--- src/rtl/multicycle_control_if.sv ---
// Control-unit bundle between the multicycle sequencer (master) and its datapath (slave).
// Carries the decode inputs, the fetch/memory handshakes and the datapath strobes.
interface multicycle_control_if #(
    parameter int OPCODE_W = 4,
    parameter int RETIRE_W = 16
);
    logic [OPCODE_W-1:0] opcode;
    logic                imem_ready;
    logic                alu_zero;
    logic                dmem_ready;
    logic                imem_req;
    logic                ir_we;
    logic                pc_we;
    logic [1:0]          pc_src;
    logic [1:0]          alu_op;
    logic                alu_src_imm;
    logic                reg_we;
    logic [1:0]          wb_sel;
    logic                dmem_req;
    logic                dmem_we;
    logic [1:0]          category;
    logic                halted;
    logic                illegal;
    logic [RETIRE_W-1:0] retired;

    modport master (
        input  opcode, imem_ready, alu_zero, dmem_ready,
        output imem_req, ir_we, pc_we, pc_src, alu_op, alu_src_imm, reg_we, wb_sel,
               dmem_req, dmem_we, category, halted, illegal, retired
    );

    modport slave (
        output opcode, imem_ready, alu_zero, dmem_ready,
        input  imem_req, ir_we, pc_we, pc_src, alu_op, alu_src_imm, reg_we, wb_sel,
               dmem_req, dmem_we, category, halted, illegal, retired
    );
endinterface

--- src/rtl/multicycle_control.sv ---
// Multicycle CPU sequencer: FETCH/DECODE/EXEC/MEM/WB/HALTED with a retired-instruction counter.
// Strobes decode from state plus the opcode latched at the end of DECODE.
module multicycle_control #(
    parameter int OPCODE_W        = 4,
    parameter int RETIRE_W        = 16,
    parameter int HALT_ON_ILLEGAL = 0
) (
    input  logic                 clk,
    input  logic                 rst_n,
    multicycle_control_if.master bus
);
    localparam logic [2:0] S_FETCH  = 3'd0;
    localparam logic [2:0] S_DECODE = 3'd1;
    localparam logic [2:0] S_EXEC   = 3'd2;
    localparam logic [2:0] S_MEM    = 3'd3;
    localparam logic [2:0] S_WB     = 3'd4;
    localparam logic [2:0] S_HALTED = 3'd5;

    localparam logic [OPCODE_W-1:0] OP_NOP = OPCODE_W'(4'b1000);

    logic [2:0]          state_q, state_d;
    logic [OPCODE_W-1:0] opc_q;
    logic                illegal_q;
    logic [RETIRE_W-1:0] retired_q;

    logic [3:0] op4;
    logic       known;
    logic       retire;

    logic       imem_req, ir_we, pc_we, alu_src_imm, reg_we, dmem_req, dmem_we;
    logic [1:0] pc_src, alu_op, wb_sel, category;

    // Any set bit above the low nibble, or a nibble past NOP, is an unknown opcode.
    assign op4   = opc_q[3:0];
    assign known = ((opc_q >> 4) == '0) && (op4 <= 4'd8);

    always_comb begin
        category = 2'b11;
        if (known) begin
            case (op4)
                4'd0, 4'd1, 4'd2: category = 2'b00;
                4'd3, 4'd4:       category = 2'b01;
                4'd5, 4'd7:       category = 2'b10;
                default:          category = 2'b11;
            endcase
        end
    end

    always_comb begin
        state_d     = state_q;
        retire      = 1'b0;
        imem_req    = 1'b0;
        ir_we       = 1'b0;
        pc_we       = 1'b0;
        pc_src      = 2'b00;
        alu_op      = 2'b00;
        alu_src_imm = 1'b0;
        reg_we      = 1'b0;
        wb_sel      = 2'b00;
        dmem_req    = 1'b0;
        dmem_we     = 1'b0;
        case (state_q)
            S_FETCH: begin
                imem_req = 1'b1;
                if (bus.imem_ready) begin
                    ir_we   = 1'b1;
                    pc_we   = 1'b1;
                    state_d = S_DECODE;
                end
            end
            S_DECODE: state_d = S_EXEC;
            S_EXEC: begin
                if (!known) begin
                    if (HALT_ON_ILLEGAL != 0) begin
                        state_d = S_HALTED;
                    end else begin
                        retire  = 1'b1;
                        state_d = S_FETCH;
                    end
                end else begin
                    case (op4)
                        4'd0, 4'd1, 4'd2: begin
                            alu_op      = (op4 == 4'd1) ? 2'b01 : 2'b00;
                            alu_src_imm = (op4 == 4'd2);
                            state_d     = S_WB;
                        end
                        4'd3, 4'd4: begin
                            alu_src_imm = 1'b1;
                            state_d     = S_MEM;
                        end
                        4'd5: begin
                            alu_op  = 2'b01;
                            pc_src  = 2'b01;
                            pc_we   = bus.alu_zero;
                            retire  = 1'b1;
                            state_d = S_FETCH;
                        end
                        4'd6: begin
                            retire  = 1'b1;
                            state_d = S_HALTED;
                        end
                        4'd7: begin
                            pc_we   = 1'b1;
                            pc_src  = 2'b10;
                            state_d = S_WB;
                        end
                        default: begin
                            retire  = 1'b1;
                            state_d = S_FETCH;
                        end
                    endcase
                end
            end
            S_MEM: begin
                dmem_req = 1'b1;
                dmem_we  = (op4 == 4'd4);
                if (bus.dmem_ready) begin
                    if (op4 == 4'd3) begin
                        state_d = S_WB;
                    end else begin
                        retire  = 1'b1;
                        state_d = S_FETCH;
                    end
                end
            end
            S_WB: begin
                reg_we  = 1'b1;
                wb_sel  = (op4 == 4'd3) ? 2'b01 : ((op4 == 4'd7) ? 2'b10 : 2'b00);
                retire  = 1'b1;
                state_d = S_FETCH;
            end
            S_HALTED: state_d = S_HALTED;
            default:  state_d = S_FETCH;
        endcase
    end

    always_ff @(posedge clk or negedge rst_n) begin
        if (!rst_n) begin
            state_q   <= S_FETCH;
            opc_q     <= OP_NOP;
            illegal_q <= 1'b0;
            retired_q <= '0;
        end else begin
            state_q <= state_d;
            if (state_q == S_DECODE) opc_q <= bus.opcode;
            if (state_q == S_EXEC && !known) illegal_q <= 1'b1;
            if (retire) retired_q <= retired_q + RETIRE_W'(1);
        end
    end

    // Reset gates the strobes combinationally so an in-flight access drops at once.
    assign bus.imem_req    = rst_n & imem_req;
    assign bus.ir_we       = rst_n & ir_we;
    assign bus.pc_we       = rst_n & pc_we;
    assign bus.pc_src      = {2{rst_n}} & pc_src;
    assign bus.alu_op      = {2{rst_n}} & alu_op;
    assign bus.alu_src_imm = rst_n & alu_src_imm;
    assign bus.reg_we      = rst_n & reg_we;
    assign bus.wb_sel      = {2{rst_n}} & wb_sel;
    assign bus.dmem_req    = rst_n & dmem_req;
    assign bus.dmem_we     = rst_n & dmem_we;
    assign bus.category    = category;
    assign bus.halted      = rst_n & (state_q == S_HALTED);
    assign bus.illegal     = illegal_q;
    assign bus.retired     = retired_q;
endmodule

--- src/flat_wrapper.sv ---
// flat-port wrapper written by rule: the top's interface ports become plain ports
module multicycle_control_flat 
#(
    parameter int OPCODE_W        = 4,
    parameter int RETIRE_W        = 16,
    parameter int HALT_ON_ILLEGAL = 0
)
  (clk, rst_n, bus_opcode, bus_imem_ready, bus_alu_zero, bus_dmem_ready, bus_imem_req, bus_ir_we, bus_pc_we, bus_pc_src, bus_alu_op, bus_alu_src_imm, bus_reg_we, bus_wb_sel, bus_dmem_req, bus_dmem_we, bus_category, bus_halted, bus_illegal, bus_retired);
  multicycle_control_if #(.OPCODE_W(OPCODE_W), .RETIRE_W(RETIRE_W)) bus_i ();
  input  logic clk;
  input  logic rst_n;
  input wire logic [$bits(bus_i.opcode)-1:0] bus_opcode;
  input wire logic [$bits(bus_i.imem_ready)-1:0] bus_imem_ready;
  input wire logic [$bits(bus_i.alu_zero)-1:0] bus_alu_zero;
  input wire logic [$bits(bus_i.dmem_ready)-1:0] bus_dmem_ready;
  output wire logic [$bits(bus_i.imem_req)-1:0] bus_imem_req;
  output wire logic [$bits(bus_i.ir_we)-1:0] bus_ir_we;
  output wire logic [$bits(bus_i.pc_we)-1:0] bus_pc_we;
  output wire logic [$bits(bus_i.pc_src)-1:0] bus_pc_src;
  output wire logic [$bits(bus_i.alu_op)-1:0] bus_alu_op;
  output wire logic [$bits(bus_i.alu_src_imm)-1:0] bus_alu_src_imm;
  output wire logic [$bits(bus_i.reg_we)-1:0] bus_reg_we;
  output wire logic [$bits(bus_i.wb_sel)-1:0] bus_wb_sel;
  output wire logic [$bits(bus_i.dmem_req)-1:0] bus_dmem_req;
  output wire logic [$bits(bus_i.dmem_we)-1:0] bus_dmem_we;
  output wire logic [$bits(bus_i.category)-1:0] bus_category;
  output wire logic [$bits(bus_i.halted)-1:0] bus_halted;
  output wire logic [$bits(bus_i.illegal)-1:0] bus_illegal;
  output wire logic [$bits(bus_i.retired)-1:0] bus_retired;
  assign bus_i.opcode = bus_opcode;
  assign bus_i.imem_ready = bus_imem_ready;
  assign bus_i.alu_zero = bus_alu_zero;
  assign bus_i.dmem_ready = bus_dmem_ready;
  assign bus_imem_req = bus_i.imem_req;
  assign bus_ir_we = bus_i.ir_we;
  assign bus_pc_we = bus_i.pc_we;
  assign bus_pc_src = bus_i.pc_src;
  assign bus_alu_op = bus_i.alu_op;
  assign bus_alu_src_imm = bus_i.alu_src_imm;
  assign bus_reg_we = bus_i.reg_we;
  assign bus_wb_sel = bus_i.wb_sel;
  assign bus_dmem_req = bus_i.dmem_req;
  assign bus_dmem_we = bus_i.dmem_we;
  assign bus_category = bus_i.category;
  assign bus_halted = bus_i.halted;
  assign bus_illegal = bus_i.illegal;
  assign bus_retired = bus_i.retired;
  multicycle_control #(.OPCODE_W(OPCODE_W), .RETIRE_W(RETIRE_W), .HALT_ON_ILLEGAL(HALT_ON_ILLEGAL)) u_core (.clk(clk), .rst_n(rst_n), .bus(bus_i));
endmodule
--- config.mk ---
export PLATFORM = sky130hd
export DESIGN_NAME = multicycle_control_flat
export DESIGN_NICKNAME = d
export VERILOG_FILES = /design/src/rtl/multicycle_control_if.sv /design/src/rtl/multicycle_control.sv /design/src/flat_wrapper.sv
export SDC_FILE = /design/constraint.sdc
export NUM_CORES = 1
export LEC_CHECK = 0
export ABC_AREA = 1
export CORE_MARGIN = 5
export CORE_UTILIZATION = 40
export DETAILED_ROUTE_END_ITERATION = 10
export PLACE_DENSITY_LB_ADDON = 0.15
export SYNTH_ARGS = -nofsm -noshare
export SYNTH_HDL_FRONTEND = slang
export SYNTH_SLANG_ARGS = --single-unit
--- constraint.sdc ---
create_clock -name clk -period 2.8 [get_ports clk]
set_input_delay 0.7 -clock clk [delete_from_list [all_inputs] [get_ports clk]]
set_output_delay 0.7 -clock clk [all_outputs]
set_load 0.01 [all_outputs]
Word level (Yosys, flattened, before mapping)
Index checks and enable logic that the tools add are counted.
W data, S select, Z words.
{ "classes": {"addsub": 1, "order_cmp": 1, "eq_ne": 14, "muxes": 35, "n_bitwise": 11, "reduce_logical": 10} }
{ "op_table": {"columns": ["operator", "n"], "rows": [
  ["$add A16 B1 Y16 const B", 1],
  ["$eq A4 B3 Y1 const B", 4],
  ["$mux W2", 8],
  ["$pmux W3 S5", 1],
  ["$mux W1", 14],
  ["$mux W3", 4],
  ["$pmux W3 S3", 1],
  ["$and A1 B1 Y1", 8],
  ["$eq A4 B2 Y1 const B", 2],
  ["$pmux W2 S2", 2],
  ["$and A2 B2 Y2", 3],
  ["$eq A3 B2 Y1 const B", 2],
  ["$eq A3 B3 Y1 const B", 2],
  ["$pmux W1 S2", 3],
  ["$pmux W2 S3", 1],
  ["$reduce_or A6 Y1", 1],
  ["$eq A4 B1 Y1 const B", 1],
  ["$le A4 B4 Y1 const B", 1],
  ["$logic_not A4 Y1", 1],
  ["$ne A2 B2 Y1 const B", 2],
  ["$reduce_or A2 Y1", 2],
  ["$reduce_or A4 Y1", 1],
  ["$eq A3 B1 Y1 const B", 1],
  ["$logic_not A3 Y1", 1],
  ["other kinds (5)", 5]
]} }
{ "totals": {"reg_bits": 24, "inputBits": 9, "out_inout_bits": 33, "wordCells": 76} }

Depth between registers and ports, before layout
Gate-level depths: netlist of run 1.
{ "depth": {"ltp_word": 6, "mapped_depth": 9, "ltp_nobuf": 9} }

Worst setup path before layout of run 1
OpenSTA, ideal clock, no wires.
{ "synth_timing": {"path_type": "in2out", "start": "input port rst_n", "end": "output port bus_alu_src_imm", "t_arrival_ns": 1.259, "required_ns": 2.100, "path_slack_ns": 0.841, "stages": 2, "n_path_buf": 0, "path_cell_list": "clkinv_1 a211oi_1"} }
{ "synth_between": {"elab_chain_cells": 1} }
{ "synth_lines": {"columns": ["element", "line_no", "source"], "rows": [
  ["from (decl)", "flat_wrapper.sv:11", "input logic rst_n;"],
  ["$and A1 B1 Y1", "multicycle_control.sv:157", "assign bus.alu_src_imm = rst_n & alu_src_imm;"],
  ["to (decl)", "flat_wrapper.sv:21", "output wire logic [$bits(bus_i.alu_src_imm)-1:0] bus_alu_src_imm;"]
]} }
No other way between the ends.

Worst setup path after layout of run 1
{ "layout_timing": {"start": "input port bus_imem_ready", "end": "output port bus_pc_we"} }
{ "layout_between": {"elab_chain_cells": 3} }
{ "layout_lines": {"columns": ["element", "line_no", "source"], "rows": [
  ["from (decl)", "flat_wrapper.sv:13", "input wire logic [$bits(bus_i.imem_ready)-1:0] bus_imem_ready;"],
  ["$mux W1", "multicycle_control.sv:65", "if (bus.imem_ready) begin"],
  ["$pmux W1 S2", "multicycle_control.sv:62", "case (state_q)"],
  ["$and A1 B1 Y1", "multicycle_control.sv:154", "assign bus.pc_we = rst_n & pc_we;"],
  ["to (decl)", "flat_wrapper.sv:18", "output wire logic [$bits(bus_i.pc_we)-1:0] bus_pc_we;"]
]} }
No other way between the ends.

==> results.toml, run 1 <==
[worst_setup_path]
critical-path-slowest-cell = "clkdlybuf4s50_1"
critPathKind = "in2out"
crit_fanout = 2
cp_common_cell = "clkdlybuf4s50_1"
cp_top_family = "buffers and inverters"
worstSetupStartpointType = "input pin"
crit_required_ns = 2.10
critPathCaptureType = "output port"
max_stage_delay_ns = 0.55
path_cells = "clkdlybuf4s50_1 -> nand3_1 -> a21oi_1 -> clkdlybuf4s50_1"
worstPathArrival_ns = 2.01
crit_buf_inv = 2

[yosys]
syn_nets = 243
synth_area_per_cell_sq_um = 7.15
netlist_area_sq_mm = 0.00167
yosysWarnings = 0
ys_ff_latch = 24
ys_types = 33
syn_inst = 233
yosysSeqAreaShare_pct = 36.1

[timing]
timing.final.crit_share_pct = 96.8
finalSetupTns_ns = 0
fmax_ghz = 0.369
rsz0062_at_grt = "false"
finalSetupViolCount = 0
final.setup_skew_ns = 0.00694
slew_violations = 0
finalCriticalPeriod_ns = 2.71
final_hold_viol_count = 0
whs_ns = 0.472

[cts]
cts_tree = "yes"
holdBufCountCts = 0
htreeDepth = 1
clkLatencyLatePin_ns = 0.26
cts.path.max_buffers = 2
clk_pin_slew_ns = 0.08
cts_root_buf = "clkbuf_8"
clock-sinks = 24
cts_buffers = 3

[grt]
antenna_found_initial = 0
grt.total_usage_pct = 16.2
grt_pass1_vias = 1631
grt_max_degree = 22
grt_pass1_wl_um = 7160
grt.overflow.total = 0

[drt]
wl_per_cell_um = 12.3
drtAntennaViolNets = 0
drc = 0
via_per_inst = 5.03
drtIter0Drc = 113
num_vias = 1649
first_pass_iters = 4
wl_um = 4050

[placement]
routabilityCongestion = 0.830
dp_hpwl_um = 3080
dp_cells = 321
portBuffers = 40

[outcome]
status = "finished clean"

[final_layout]
synthToLayoutAreaGrowth_pct = 30.9
fin_nets = 289
drive_above_1_share_pct = 13.3
antennaDiodeCount = 0
layoutNonFillerInstCount = 328

[die]
start_util_pct = 41.4
die_w_um = 74.6
coreArea_sq_mm = 0.00403
chipHeight_um = 74.6
rows = 23
io_pins = 42
die_area_sq_mm = 0.00556

[min_path]
hold_path.class = "reg2reg"

[power]
power_density_mw_per_mm2 = 705
p_leak_uw = 0.000997
peakVddDrop_mv = 0.403

[run]
max_cap_violations = 0
registers in the layout, summed over array words and instances, names as in the netlist:
signal              cells
u_core.bus.retired     16
u_core.op4              4
u_core.state_q          3
u_core.bus.illegal      1
layout by cell type, fill, tap and decap left out, drive strengths merged:
master,synthesis,final
a211oi,1,1
a21oi,5,5
a31o,1,1
a31oi,1,1
buf,6,7
clkbuf,0,4
clkdlybuf4s50,0,35
clkinv,2,2
conb,1,1
dfrtp,23,23
dfstp,1,1
dlygate4sd2,0,5
ha,1,1
inv,28,28
mux2,1,1
nand2,74,74
nand3,14,14
nand4,15,15
nor2,33,33
nor3,4,4
o2111ai,1,1
o211ai,2,2
o21ai,13,13
xnor2,2,2
xor2,4,4
cell usage after synthesis:
| cell | count | area share (%) |
|---|---|---|
| buf_4 | 3 | 1.4 |
| o211ai_1 | 2 | 0.90 |
| nand3_2 | 1 | 0.60 |
| a31oi_1 | 1 | 0.38 |
| o21ai_2 | 6 | 3.2 |
| nor3_1 | 4 | 1.2 |
| xor2_1 | 4 | 2.1 |
| ha_1 | 1 | 0.75 |
| buf_2 | 1 | 0.30 |
| nor2_1 | 30 | 6.8 |
| a211oi_1 | 1 | 0.45 |
| nand2_4 | 2 | 1.4 |
| dfrtp_1 | 23 | 35 |
| nand2_1 | 67 | 15 |
| clkinv_1 | 1 | 0.23 |
| nand3_4 | 2 | 2.1 |
| a21oi_1 | 5 | 1.5 |
| xnor2_1 | 2 | 1.1 |
| inv_2 | 1 | 0.23 |
| nand2_2 | 5 | 1.9 |
| inv_1 | 27 | 6.1 |
| nor2_2 | 3 | 1.1 |
| mux2_2 | 1 | 0.68 |
| a31o_2 | 1 | 0.53 |
| o21ai_4 | 1 | 0.98 |
| dfstp_2 | 1 | 1.6 |
| o2111ai_1 | 1 | 0.53 |
| o21ai_0 | 6 | 1.8 |
| conb_1 | 1 | 0.23 |
| nand4_1 | 15 | 5.6 |
| nand3_1 | 11 | 3.3 |
| clkinv_2 | 1 | 0.30 |
| buf_6 | 2 | 1.4 |
what timing repair did:
| action | 4_1_cts | 5_1_grt |
|---|---|---|
| buffers inserted | 3 | 0 |
| gates resized for setup | 6 | 0 |
| endpoints found under the setup margin | 13 | 0 |
stage by stage:
step                      cell area, sq um  util, %  setup WS (ns)  power [uW]
final                                 2180     54.2         0.0885        1540
after global routing                  2180     54.2        0.00799        1660
after CTS                             2180     54.2         0.0819        1550
after detailed placement              2110     52.4         -0.294        1310
after global placement                2110     52.4         -0.280        1310
after floorplan                       1670        -          0.841        1090
power by group:
group          total (uW)  internal (uW)  switching [uW]
Clock                 235            125             110
Sequential            524            429            94.9
Combinational         778            293             486
Total                1540            847             690
final timing paths:
path                                                start                           endpoint  slack (ns)  cells past startpoint
max in group asynchronous                           rst_n          u_core.op4[3]$_DFFE_PN1P_        1.79                      3
min in group asynchronous                           rst_n  u_core.bus.retired[5]$_DFFE_PN0P_        0.58                      2
min reg2reg                u_core.bus.illegal$_DFFE_PN0P_     u_core.bus.illegal$_DFFE_PN0P_        0.47                      1
max                                        bus_imem_ready                          bus_pc_we        0.09                      4
min                        u_core.bus.illegal$_DFFE_PN0P_     u_core.bus.illegal$_DFFE_PN0P_        0.47                      1
max reg2reg                     u_core.op4[3]$_DFFE_PN1P_  u_core.bus.retired[1]$_DFFE_PN0P_        1.23                      6
metal layers:
| layer | vias to the layer above | wire [um] | GRT usage [%] |
|---|---|---|---|
| met3 | 4 | 196 | 2.84 |
| met2 | 48 | 1940 | 27.4 |
| met4 | 0 | 34 | 4.15 |
| met1 | 756 | 1880 | 21.3 |
| li1 | 841 | - | - |
| met5 | - | 0 | 0 |
final cells by class:
cell class,instances,area (sq um)
clock buffers,4,55.1
fillers,399,1850
inverters,30,115
multi-input cells,173,901
flip-flops and latches,24,602
well taps,50,62.6
repair buffers,47,447
cell families (layout without fill, tap and decap cells):
kind of cell    count (synthesis)  after routing  synth area share, %
compound gates                 24             24                 10.2
xor+xnor                        6              6                 3.15
fa+ha+maj                       1              1                0.751
buf+inv                        36             81                 9.83
flops                          24             24                 36.1
mux                             1              1                0.676
other cells                     1              1                0.225
simple gates                  140            140                 39.0
Note: power is estimated with default switching activity, not from simulation.
==> run 2, diff against run 1 <==
Settings changed: CAP_MARGIN set to 20.
==> results of run 2 <==
The final DEF is identical to that of run 1; final timing and power are the same.
==> run 3, diff against run 2 <==
Clock period 2.8 ns to 3.13 ns, I/O delays scaled along.
==> results.toml, run 3 (same netlist as run 1, synthesis figures left out) <==
[outcome]
status = "finished clean"

[final_layout]
drive_above_1_share_pct = 12.4
final_cell_mix = "67 x nand2_1, 37 x clkdlybuf4s50_1, 30 x nor2_1"
antennaDiodeCount = 0
seqCellArea_sq_um = 602
fillers = 416
fin_nets = 286
postLayoutCellArea_sq_mm = 0.00217
layout.core_utilization_pct = 53.9
multi_input_area_sq_um = 901
synthToLayoutAreaGrowth_pct = 30.3
layout_commonest_cell = "nand2_1"
largest_reg_flops = 16

[drt]
drtIter0Drc = 79
via_per_inst = 4.99
drtAntennaViolNets = 0
wl_per_cell_um = 12.4
first_pass_iters = 4
num_vias = 1622
wl_um = 4040
drc = 0

[cts]
clock-sinks = 24
post_cts_buffers = 0
cts_root_buf = "clkbuf_8"
cts_buffers = 3
htreeDepth = 1
clkLatencyLatePin_ns = 0.26
cts.path.max_buffers = 2
clk_pin_slew_ns = 0.09
cts_tree = "yes"

[placement]
dp_hpwl_um = 3090
routabilityCongestion = 0.831
pre_cts_slack_ns = -0.121
place_area_sq_mm = 0.00211
portBuffers = 40

[die]
io_pins = 42
chipHeight_um = 74.6
start_util_pct = 41.4
coreArea_sq_mm = 0.00403
die_w_um = 74.6
rows = 23
die_area_sq_mm = 0.00556

[timing]
setup_ws_ns = 0.0833
timing.final.crit_share_pct = 97.3
whs_ns = 0.476
rsz0062_at_grt = "false"
slew_violations = 0
finalSetupViolCount = 0
fmax_ghz = 0.328
final.setup_skew_ns = 0.00162
finalCriticalPeriod_ns = 3.05
final_hold_viol_count = 0

[grt]
grt.overflow.total = 0
grt_pass1_wl_um = 7360
grt_max_degree = 22
grt_pass1_vias = 1664
grt.total_usage_pct = 16.6
antenna_found_initial = 0

[worst_setup_path]
max_stage_delay_ns = 0.60
critPathCaptureType = "output port"
path_cells = "clkdlybuf4s50_1 -> buf_4 -> nand2_1 -> nor2_1 -> clkdlybuf4s50_1"
crit_required_ns = 2.35
crit_fanout = 3
worstSetupStartpointType = "input pin"
cp_common_cell = "clkdlybuf4s50_1"
worstPathArrival_ns = 2.26
critPathKind = "in2out"
critical-path-slowest-cell = "clkdlybuf4s50_1"

[power]
peakVddDrop_mv = 0.336
power_density_mw_per_mm2 = 634
p_leak_uw = 0.00100

[run]
max_cap_violations = 0

[min_path]
hold_path.class = "reg2reg"
## run 3: cell types whose count changed in the layout (fill, tap and decap cells not counted)
cell             previous run  this run
dlymetal6s2s_1              0         2
clkinv_2                    2         1
inv_4                       0         1
dlygate4sd2_1               5         1
clkdlybuf4s50_1            35        37
buf_4                       7         4
## run 3: metal layers
| layer | up-vias | part of all wire, % | global-route usage [%] |
|---|---|---|---|
| met3 | 2 | 5.0 | 3.38 |
| met1 | 744 | 48 | 21.5 |
| met4 | 0 | 0.25 | 3.95 |
| met5 | - | 0 | 0 |
| li1 | 837 | - | - |
| met2 | 39 | 47 | 28.3 |
## run 3: worst paths after layout
kind,start,end,slack (ns),cells past startpoint
setup / recovery,rst_n,bus_alu_op[0],0.08,5
hold / removal,u_core.bus.illegal$_DFFE_PN0P_,u_core.bus.illegal$_DFFE_PN0P_,0.48,1
setup reg to reg,u_core.op4[0]$_DFFE_PN0P_,u_core.bus.retired[1]$_DFFE_PN0P_,1.53,7
hold reg to reg,u_core.bus.illegal$_DFFE_PN0P_,u_core.bus.illegal$_DFFE_PN0P_,0.48,1
max in group asynchronous,rst_n,u_core.op4[3]$_DFFE_PN1P_,1.71,3
min in group asynchronous,rst_n,u_core.bus.retired[5]$_DFFE_PN0P_,0.99,2
## run 3: area by class of cell
type | count | share of cell area (%)
clock buffer | 4 | 2.54
inverter | 30 | 5.36
multi-input combinational | 173 | 41.5
sequential | 24 | 27.7
tap | 50 | 2.88
timing repair buffer | 44 | 20.0
## run 3: critical path, delay by kind of cell
family | cells | cell delay [ns]
buffers and inverters | 3 | 1.31
and+or+nand+nor | 2 | 0.18
## run 3: power breakdown
group	switching (uW)	total, uW	internal [uW]
Sequential	85.8	470	384
Combinational	432	693	260
Clock	101	213	112
Total	619	1380	756
## run 3: stage by stage
step                      TNS (ns)  power [uW]  std cells
after floorplan                  0         978        233
after global placement      -0.308        1170        321
after detailed placement    -0.263        1170        321
after CTS                        0        1390        325
after global routing             0        1490        325
final                            0        1380        325
## run 3: what timing repair did
item                       4_1_cts  5_1_grt
gates cloned                     0        0
setup endpoints to repair        5        4
gates resized for setup          2        3
hold buffers                     0        0
